**src/rtl/uart_pkg.sv**
```systemverilog
// Shared definitions for the UART receive path: FSM state encoding and frame constants.
package uart_pkg;

    typedef enum logic [2:0] {
        IDLE  = 3'd0,
        START = 3'd1,
        DATA  = 3'd2,
        STOP  = 3'd3,
        BREAK = 3'd4
    } state_t;

    localparam int DEFAULT_BAUD_DIV = 434;
    localparam int DATA_BITS        = 8;
    localparam int BIT_W            = $clog2(DATA_BITS);

endpackage

```
**src/rtl/uart_rx_sync.sv**
```systemverilog
// Two-flop synchronizer for the asynchronous serial line; resets to the idle (high) level.
module uart_rx_sync (
    input  logic clk,
    input  logic rst,
    input  logic rxd,
    output logic rxd_s
);

    logic meta;

    always_ff @(posedge clk) begin
        if (rst) begin
            meta  <= 1'b1;
            rxd_s <= 1'b1;
        end else begin
            meta  <= rxd;
            rxd_s <= meta;
        end
    end

endmodule

```
**src/rtl/uart_rx_ctrl.sv**
```systemverilog
// UART 8N1 receive sequencer: start detection, mid-bit sampling, shift-register control,
// latch strobe, valid/ack handshake and sticky framing/overrun flags.
module uart_rx_ctrl
    import uart_pkg::*;
#(
    parameter int BAUD_DIV = DEFAULT_BAUD_DIV
) (
    input  logic clk,
    input  logic rst,
    input  logic rxd,
    output logic sh_en,
    output logic sh_rxd,
    output logic rd_latch,
    output logic rx_valid,
    input  logic rx_ack,
    output logic frame_err,
    output logic overrun,
    input  logic err_clr,
    output logic busy
);

    localparam int HALF_DIV = BAUD_DIV / 2;
    localparam int CNT_W    = $clog2(BAUD_DIV);
    localparam logic [CNT_W-1:0] CNT_MID  = CNT_W'(HALF_DIV - 1);
    localparam logic [CNT_W-1:0] CNT_LAST = CNT_W'(BAUD_DIV - 1);
    localparam logic [BIT_W-1:0] BIT_LAST = BIT_W'(DATA_BITS - 1);

    logic             rxd_s;
    state_t           state, state_n;
    logic [CNT_W-1:0] cnt;
    logic [BIT_W-1:0] bitcnt;
    logic             cnt_clr;
    logic             bit_clr;
    logic             sh_pulse;
    logic             latch_pulse;
    logic             ferr_set;

    uart_rx_sync u_sync (
        .clk   (clk),
        .rst   (rst),
        .rxd   (rxd),
        .rxd_s (rxd_s)
    );

    always_ff @(posedge clk) begin
        if (rst) begin
            state  <= IDLE;
            cnt    <= '0;
            bitcnt <= '0;
        end else begin
            state <= state_n;
            // Counter restarts on every state entry and at each data-bit boundary.
            if (state_n != state || cnt_clr)
                cnt <= '0;
            else
                cnt <= cnt + 1'b1;
            if (bit_clr)
                bitcnt <= '0;
            else if (sh_pulse)
                bitcnt <= bitcnt + 1'b1;
        end
    end

    always_comb begin
        state_n     = state;
        cnt_clr     = 1'b0;
        bit_clr     = 1'b0;
        sh_pulse    = 1'b0;
        latch_pulse = 1'b0;
        ferr_set    = 1'b0;
        case (state)
            IDLE: begin
                if (!rxd_s)
                    state_n = START;
            end
            START: begin
                if (cnt == CNT_MID) begin
                    bit_clr = 1'b1;
                    state_n = rxd_s ? IDLE : DATA;
                end
            end
            DATA: begin
                if (cnt == CNT_LAST) begin
                    sh_pulse = 1'b1;
                    cnt_clr  = 1'b1;
                    if (bitcnt == BIT_LAST)
                        state_n = STOP;
                end
            end
            STOP: begin
                if (cnt == CNT_LAST) begin
                    if (rxd_s) begin
                        latch_pulse = 1'b1;
                        state_n     = IDLE;
                    end else begin
                        ferr_set = 1'b1;
                        state_n  = BREAK;
                    end
                end
            end
            BREAK: begin
                if (rxd_s)
                    state_n = IDLE;
            end
            default: state_n = IDLE;
        endcase
    end

    always_ff @(posedge clk) begin
        if (rst) begin
            sh_en     <= 1'b0;
            sh_rxd    <= 1'b0;
            rd_latch  <= 1'b0;
            rx_valid  <= 1'b0;
            frame_err <= 1'b0;
            overrun   <= 1'b0;
        end else begin
            sh_en    <= sh_pulse;
            rd_latch <= latch_pulse;
            if (sh_pulse)
                sh_rxd <= rxd_s;
            // A new byte wins over an ack in the same cycle; the ack retires the old byte.
            if (rd_latch)
                rx_valid <= 1'b1;
            else if (rx_ack)
                rx_valid <= 1'b0;
            if (ferr_set)
                frame_err <= 1'b1;
            else if (err_clr)
                frame_err <= 1'b0;
            if (rd_latch && rx_valid && !rx_ack)
                overrun <= 1'b1;
            else if (err_clr)
                overrun <= 1'b0;
        end
    end

    assign busy = (state != IDLE);

endmodule

```
**config.mk**
```make
export PLATFORM = sky130hd
export DESIGN_NAME = uart_rx_ctrl
export DESIGN_NICKNAME = d
export VERILOG_FILES = /design/src/rtl/uart_pkg.sv /design/src/rtl/uart_rx_sync.sv /design/src/rtl/uart_rx_ctrl.sv
export SDC_FILE = /design/constraint.sdc
export NUM_CORES = 1
export LEC_CHECK = 0
export ABC_AREA = 1
export CORE_MARGIN = 2
export CORE_UTILIZATION = 30
export CTS_BUF_LIST = sky130_fd_sc_hd__clkbuf_8
export CTS_CLUSTER_DIAMETER = 60
export CTS_CLUSTER_SIZE = 16
export DETAILED_ROUTE_END_ITERATION = 10
export PLACE_DENSITY_LB_ADDON = 0.12
export SYNTH_ARGS = -nofsm -noshare
export SYNTH_HDL_FRONTEND = slang
export SYNTH_SLANG_ARGS = --single-unit
```
**constraint.sdc**
```tcl
create_clock -name clk -period 1.9 [get_ports clk]
set_input_delay 0.38 -clock clk [delete_from_list [all_inputs] [get_ports clk]]
set_output_delay 0.38 -clock clk [all_outputs]
set_load 0.005 [all_outputs]
```
==> results.yml, run 1 <==
worst_setup_path:
  r2r-start: "cnt[0]"
  crit_type: "flop to primary output"
  cp_max_fo: 4
  r2r_slack_ps: 340
  cp_top_family: "buffers and inverters"
  path_buf_inv: 1
  crit_path_end_kind: "primary output"
  cp_cell_sequence: "nor2_1, nand2_1, clkdlybuf4s50_1"
  cp_slowest_cell: "clkdlybuf4s50_1"
  worstSetupStartpointType: "flop"
  worst_r2r_path_depth: 10
  worstPathRequired_ps: 1520
  timing.rr.end: "cnt[7]"
  critPathArrivalTime_ps: 1380
  cpPeakStageDelay_ps: 500
logic_synthesis:
  synth.yosys.seq_area_share_pct: 42.4
  synthArstFlopShare_pct: 0
  avgSynthCellArea_um2: 7.81
  synth_edf_count: 0
  yosys_most_used_dff: "dfxtp_1"
  syn_inst: 139
  syn_area_um2: 1090
  yosys_register_bits: 23
  synth_cell_types: 26
  yosysWarningCount: 0
  syn_nets: 149
floorplan:
  fp.dieW_um: 64.2
  fp.dieH_um: 64.2
  placeableCoreArea_um2: 3420
  rows: 21
  dieArea_um2: 4120
  io_pins: 12
  start_util_pct: 31.8
detailed_routing:
  drt-pass1-iter-count: 4
  initialDrtViolationCount: 25
  drc: 0
  route.vias.total: 906
  via_per_inst: 4.53
  wl_per_cell_um: 9.96
  drt_wl_total_mm: 1.99
  ant_nets: 0
timing:
  setup_violations: 0
  finClkSkew_ps: 4.65
  timing.fmax_mhz: 567
  rsz0062_at_grt: "false"
  setup_slack_ps: 136
  fin_setup_tns_ps: 0
  maxSlewViolCount: 0
  worst_slew_pin_slew_ps: 241
  hold_violations: 0
  whs_ps: 415
  min_period_over_period_pct: 92.8
  layout_min_cycle_time_ps: 1760
  max-slew-margin-rel_pct: 83.9
cts:
  cts_root_buf: "clkbuf_8"
  ctsLongestPathBuffers: 2
  clk_latency_ps: 260
  path_clk_slew_ps: 80
  post_cts_buffers: 0
  cts.sinks: 23
  cts_tree: "built"
  cts_inserted_buffers: 3
  htreeDepth: 1
place:
  place.gp.congestion: 0.799
  dp_slack_ps: 318
  io_buffers: 11
  hpwl_mm: 1.54
power_and_ir_drop:
  sequentialPowerShare_pct: 58.3
  powerDensity_nw_per_um2: 657
  ir_worst_vdd_mv: 0.318
  clock_power_share_pct: 34.5
  p_sw_share_pct: 22.6
  comb_power_share_pct: 7.2
  p_int_w: 0.000663
  p_leak_nw: 0.519
  power_switching_w: 0.000194
worst_hold_path:
  hold_start: "u_sync.meta"
  min_to: "u_sync.rxd_s"
  hold_class: "flop to flop"
  whs_path_depth: 1
cells_and_area:
  reg_top3: "cnt: 9 flops, bitcnt: 3 flops, state: 3 flops"
  largest_reg_flops: 9
  nFillCells: 394
  top_register: "cnt"
  drive_above_1_share_pct: 11.0
  finalNetCount: 165
  syn_to_final_growth_pct: 20.0
  diodes: 0
grt:
  grt_max_degree: 13
  gr-total-overflow: 0
  antenna_found_initial: 0
  grt_util_all_layers_pct: 11.2
  grt_pass1_wl_mm: 3.64
  grt_pass1_vias: 884
status:
  outcome: "completed"
job:
  maxCapViolations: 0
layout by cell type, fill, tap and decap left out, types with 2 or more instances in the layout:
master           Yosys  routed
xor2_1               5       5
inv_1               19      20
nor3_2               2       2
a21oi_1              7       7
dfxtp_1             23      22
nand2_2              2       2
clkdlybuf4s50_1      0      11
clkbuf_8             0       3
nand3_1             12      12
ha_1                 5       5
nor2_1              21      21
xnor2_1              2       2
or2_2                2       2
nand2_1             24      24
nor3_1               2       2
kinds of logic after synthesis:
logic type,Yosys count,synth area share [%]
AOI/OAI and AO/OA,10,5.18
buffers and inverters,21,7.26
adders and majority gates,5,5.76
and+or+nand+nor,73,33.8
DFF,23,42.4
xor gates and xnor gates,7,5.65
per-layer routing:
layer / wire [µm] / up-vias / share of wire, % / GRT usage, %
met1: 946 / 423 / 47 / 13.1
li1: - / 467 / - / -
met5: 0 / - / 0 / 0
met2: 945 / 12 / 47 / 19.4
met3: 53 / 4 / 2.7 / 2.11
met4: 46 / 0 / 2.3 / 5.59
final cells by class:
type	count	area, µm²	area share (%)
tap	46	57.6	4.41
clock buffer	3	41.3	3.17
multi-input combinational	95	547	41.9
sequential	23	462	35.4
timing repair buffer	12	118	9.02
clock inverter	1	3.75	0.288
inverter	20	75.1	5.76
Yosys cell counts (all sizes together), types with 2 or more instances:
library cell / instances / share of area [%]
or2: 3 / 1.7
ha: 5 / 5.8
inv: 20 / 6.9
dfxtp: 23 / 42
nor2: 23 / 8.9
xor2: 5 / 4.0
nand2: 26 / 9.4
xnor2: 2 / 1.6
a21oi: 7 / 3.2
nor3: 5 / 4.3
nand3: 13 / 7.1
nand4: 2 / 1.7
power groups by stage:
stage / combinational [W] / clock [W] / sequential [W]
6_report: 0.0000618 / 0.000296 / 0.000499
5_1_grt: 0.0000721 / 0.000332 / 0.000501
4_1_cts: 0.0000634 / 0.000312 / 0.000500
3_5_place_dp: 0.0000630 / 0 / 0.000511
3_3_place_gp: 0.0000625 / 0 / 0.000511
2_1_floorplan: 0.0000419 / 0 / 0.000509
through the flow:
| stage | area [µm²] | instances | util, % | power, W |
|---|---|---|---|---|
| after floorplan | 1090 | 139 | - | 0.000551 |
| final | 1300 | 200 | 38.2 | 0.000857 |
| after global placement | 1260 | 196 | 36.8 | 0.000573 |
| after CTS | 1300 | 200 | 38.1 | 0.000875 |
| after detailed placement | 1260 | 196 | 36.8 | 0.000574 |
| after global routing | 1300 | 200 | 38.2 | 0.000906 |
how the worst max path moves through the flow:
| stage | from | endpoint | slack, ps | cells past startpoint |
|---|---|---|---|---|
| after detailed placement | cnt[0] | cnt[7] | 320 | 10 |
| after floorplan | cnt[0] | cnt[0] | 500 | 10 |
| after CTS | state[2] | busy | 50 | 3 |
| after global routing | state[0] | busy | 50 | 3 |
| final | state[0] | busy | 140 | 3 |
| after global placement | cnt[0] | cnt[6] | 360 | 9 |
repair_timing:
action,CTS,global route
hold buffers,0,0
endpoints found under the setup margin,0,1
gates resized for setup,0,1
Note: power is estimated with default switching activity, not from simulation.
==> run 2: changes to the inputs <==
Settings changed: CAP_MARGIN set to 20.
==> results of run 2 <==
The final DEF is identical to that of run 1; final timing and power are the same.
==> run 3: changes to the inputs <==
Clock period 1.9 ns to 2 ns, I/O delays scaled along.
==> results.yml, run 3 (synthesis results as in run 1) <==
cts:
  ctsLongestPathBuffers: 2
  clk_latency_ps: 270
  cts_resized: 0
  path_clk_slew_ps: 80
  htreeDepth: 1
  cts.sinks: 23
  cts_root_buf: "clkbuf_8"
  cts_inserted_buffers: 3
  cts-hold-fix-buffers: 0
  post_cts_buffers: 0
  cts_tree: "built"
grt:
  grt_util_all_layers_pct: 11.2
  grt_max_degree: 13
  grt_pass1_wl_mm: 3.57
  grt_pass1_vias: 858
  gr-total-overflow: 0
  antenna_found_initial: 0
floorplan:
  start_util_pct: 31.8
  dieArea_um2: 4120
  placeableCoreArea_um2: 3420
  rows: 21
  fp.dieW_um: 64.2
  io_pins: 12
  fp.dieH_um: 64.2
detailed_routing:
  drt-pass1-iter-count: 4
  route.vias.total: 883
  drc: 0
  ant_nets: 0
  initialDrtViolationCount: 20
  drt_wl_total_mm: 2.03
  via_per_inst: 4.42
  wl_per_cell_um: 10.2
timing:
  finClkSkew_ps: 6.28
  maxSlewViolCount: 0
  hold_violations: 0
  setup_violations: 0
  min_period_over_period_pct: 93.3
  timing.fmax_mhz: 536
  worst_slew_pin_slew_ps: 258
  setup_slack_ps: 134
  max-slew-margin-rel_pct: 82.8
  layout_min_cycle_time_ps: 1870
  fin_setup_tns_ps: 0
  rsz0062_at_grt: "false"
status:
  outcome: "completed"
worst_setup_path:
  crit_type: "flop to primary output"
  r2r-start: "cnt[0]"
  worstSetupStartpointType: "flop"
  r2r_slack_ps: 430
  critPathArrivalTime_ps: 1470
  worstPathRequired_ps: 1600
  worst_r2r_path_depth: 10
  timing.rr.end: "cnt[0]"
  cp_max_fo: 5
  crit_path_end_kind: "primary output"
power_and_ir_drop:
  ir_worst_vdd_mv: 0.407
  p_leak_nw: 0.519
  powerDensity_nw_per_um2: 630
  finalPower_w: 0.000821
job:
  maxCapViolations: 0
cells_and_area:
  fin_cells: 200
  layout_commonest_cell: "nand2_1"
  mostFrequentLayoutCells: "nand2_1, dfxtp_1, nor2_1"
  drive_above_1_share_pct: 10.4
  top_register: "cnt"
  finalNetCount: 165
  largest_reg_flops: 9
  nFillCells: 389
  diodes: 0
  syn_to_final_growth_pct: 19.9
  reg_top3: "cnt: 9 flops, bitcnt: 3 flops, state: 3 flops"
  design_area_um2: 1300
place:
  placed_cell_area_um2: 1260
  dp.cells: 196
  place.gp.congestion: 0.771
  io_buffers: 11
  dp_slack_ps: 417
  hpwl_mm: 1.59
worst_hold_path:
  hold_class: "flop to flop"
  hold_start: "u_sync.meta"
  whs_path_depth: 1
  min_to: "u_sync.rxd_s"
[run 3: cell count changes in the layout (fill, tap and decap cells not counted)]
cell	delta
dfxtp_1	+1
dfxtp_2	-1
[run 3: layout make-up]
| class | count | area (µm²) | area share (%) |
|---|---|---|---|
| inverter | 20 | 75.1 | 5.76 |
| clock inverter | 1 | 3.75 | 0.288 |
| tap | 46 | 57.6 | 4.42 |
| clock buffer | 3 | 41.3 | 3.17 |
| timing repair buffer | 12 | 118 | 9.03 |
| sequential | 23 | 460 | 35.4 |
| multi-input combinational | 95 | 547 | 42.0 |
[run 3: routing by layer]
metal  global-route usage (%)  share of wire, %  up-vias
met1                     13.7                49      399
met4                     7.18               2.6        0
met2                     17.8                45       15
met5                        0                 0        -
met3                     2.29               3.6        4
li1                         -                 -      465
[run 3: worst max-delay path by stage]
stage              from  endpoint  slack [ps]
2_1_floorplan    cnt[0]    cnt[0]         600
6_report       state[2]      busy         130
4_1_cts        state[2]      busy         140
3_3_place_gp        rst    cnt[6]         450
3_5_place_dp     cnt[0]    cnt[0]         420
5_1_grt        state[2]      busy          80
[run 3: report_power, final]
part	total (W)	switching (W)	internal, W
Sequential	0.000474	0.00000841	0.000466
Clock	0.000288	0.000150	0.000137
Combinational	0.0000586	0.0000316	0.0000270
Total	0.000821	0.000190	0.000630
[run 3: per-stage QoR]
stage	hold WS [ps]	utilization, %
final	419	38.1
after floorplan	389	-
after CTS	420	38.1
after global placement	399	36.8
after detailed placement	400	36.8
after global routing	433	38.1
[run 3: critical path, stage by stage (launching register included)]
cell and delay (ps):
dfxtp_1 470, inv_1 130, nand2_1 90, clkdlybuf4s50_1 500
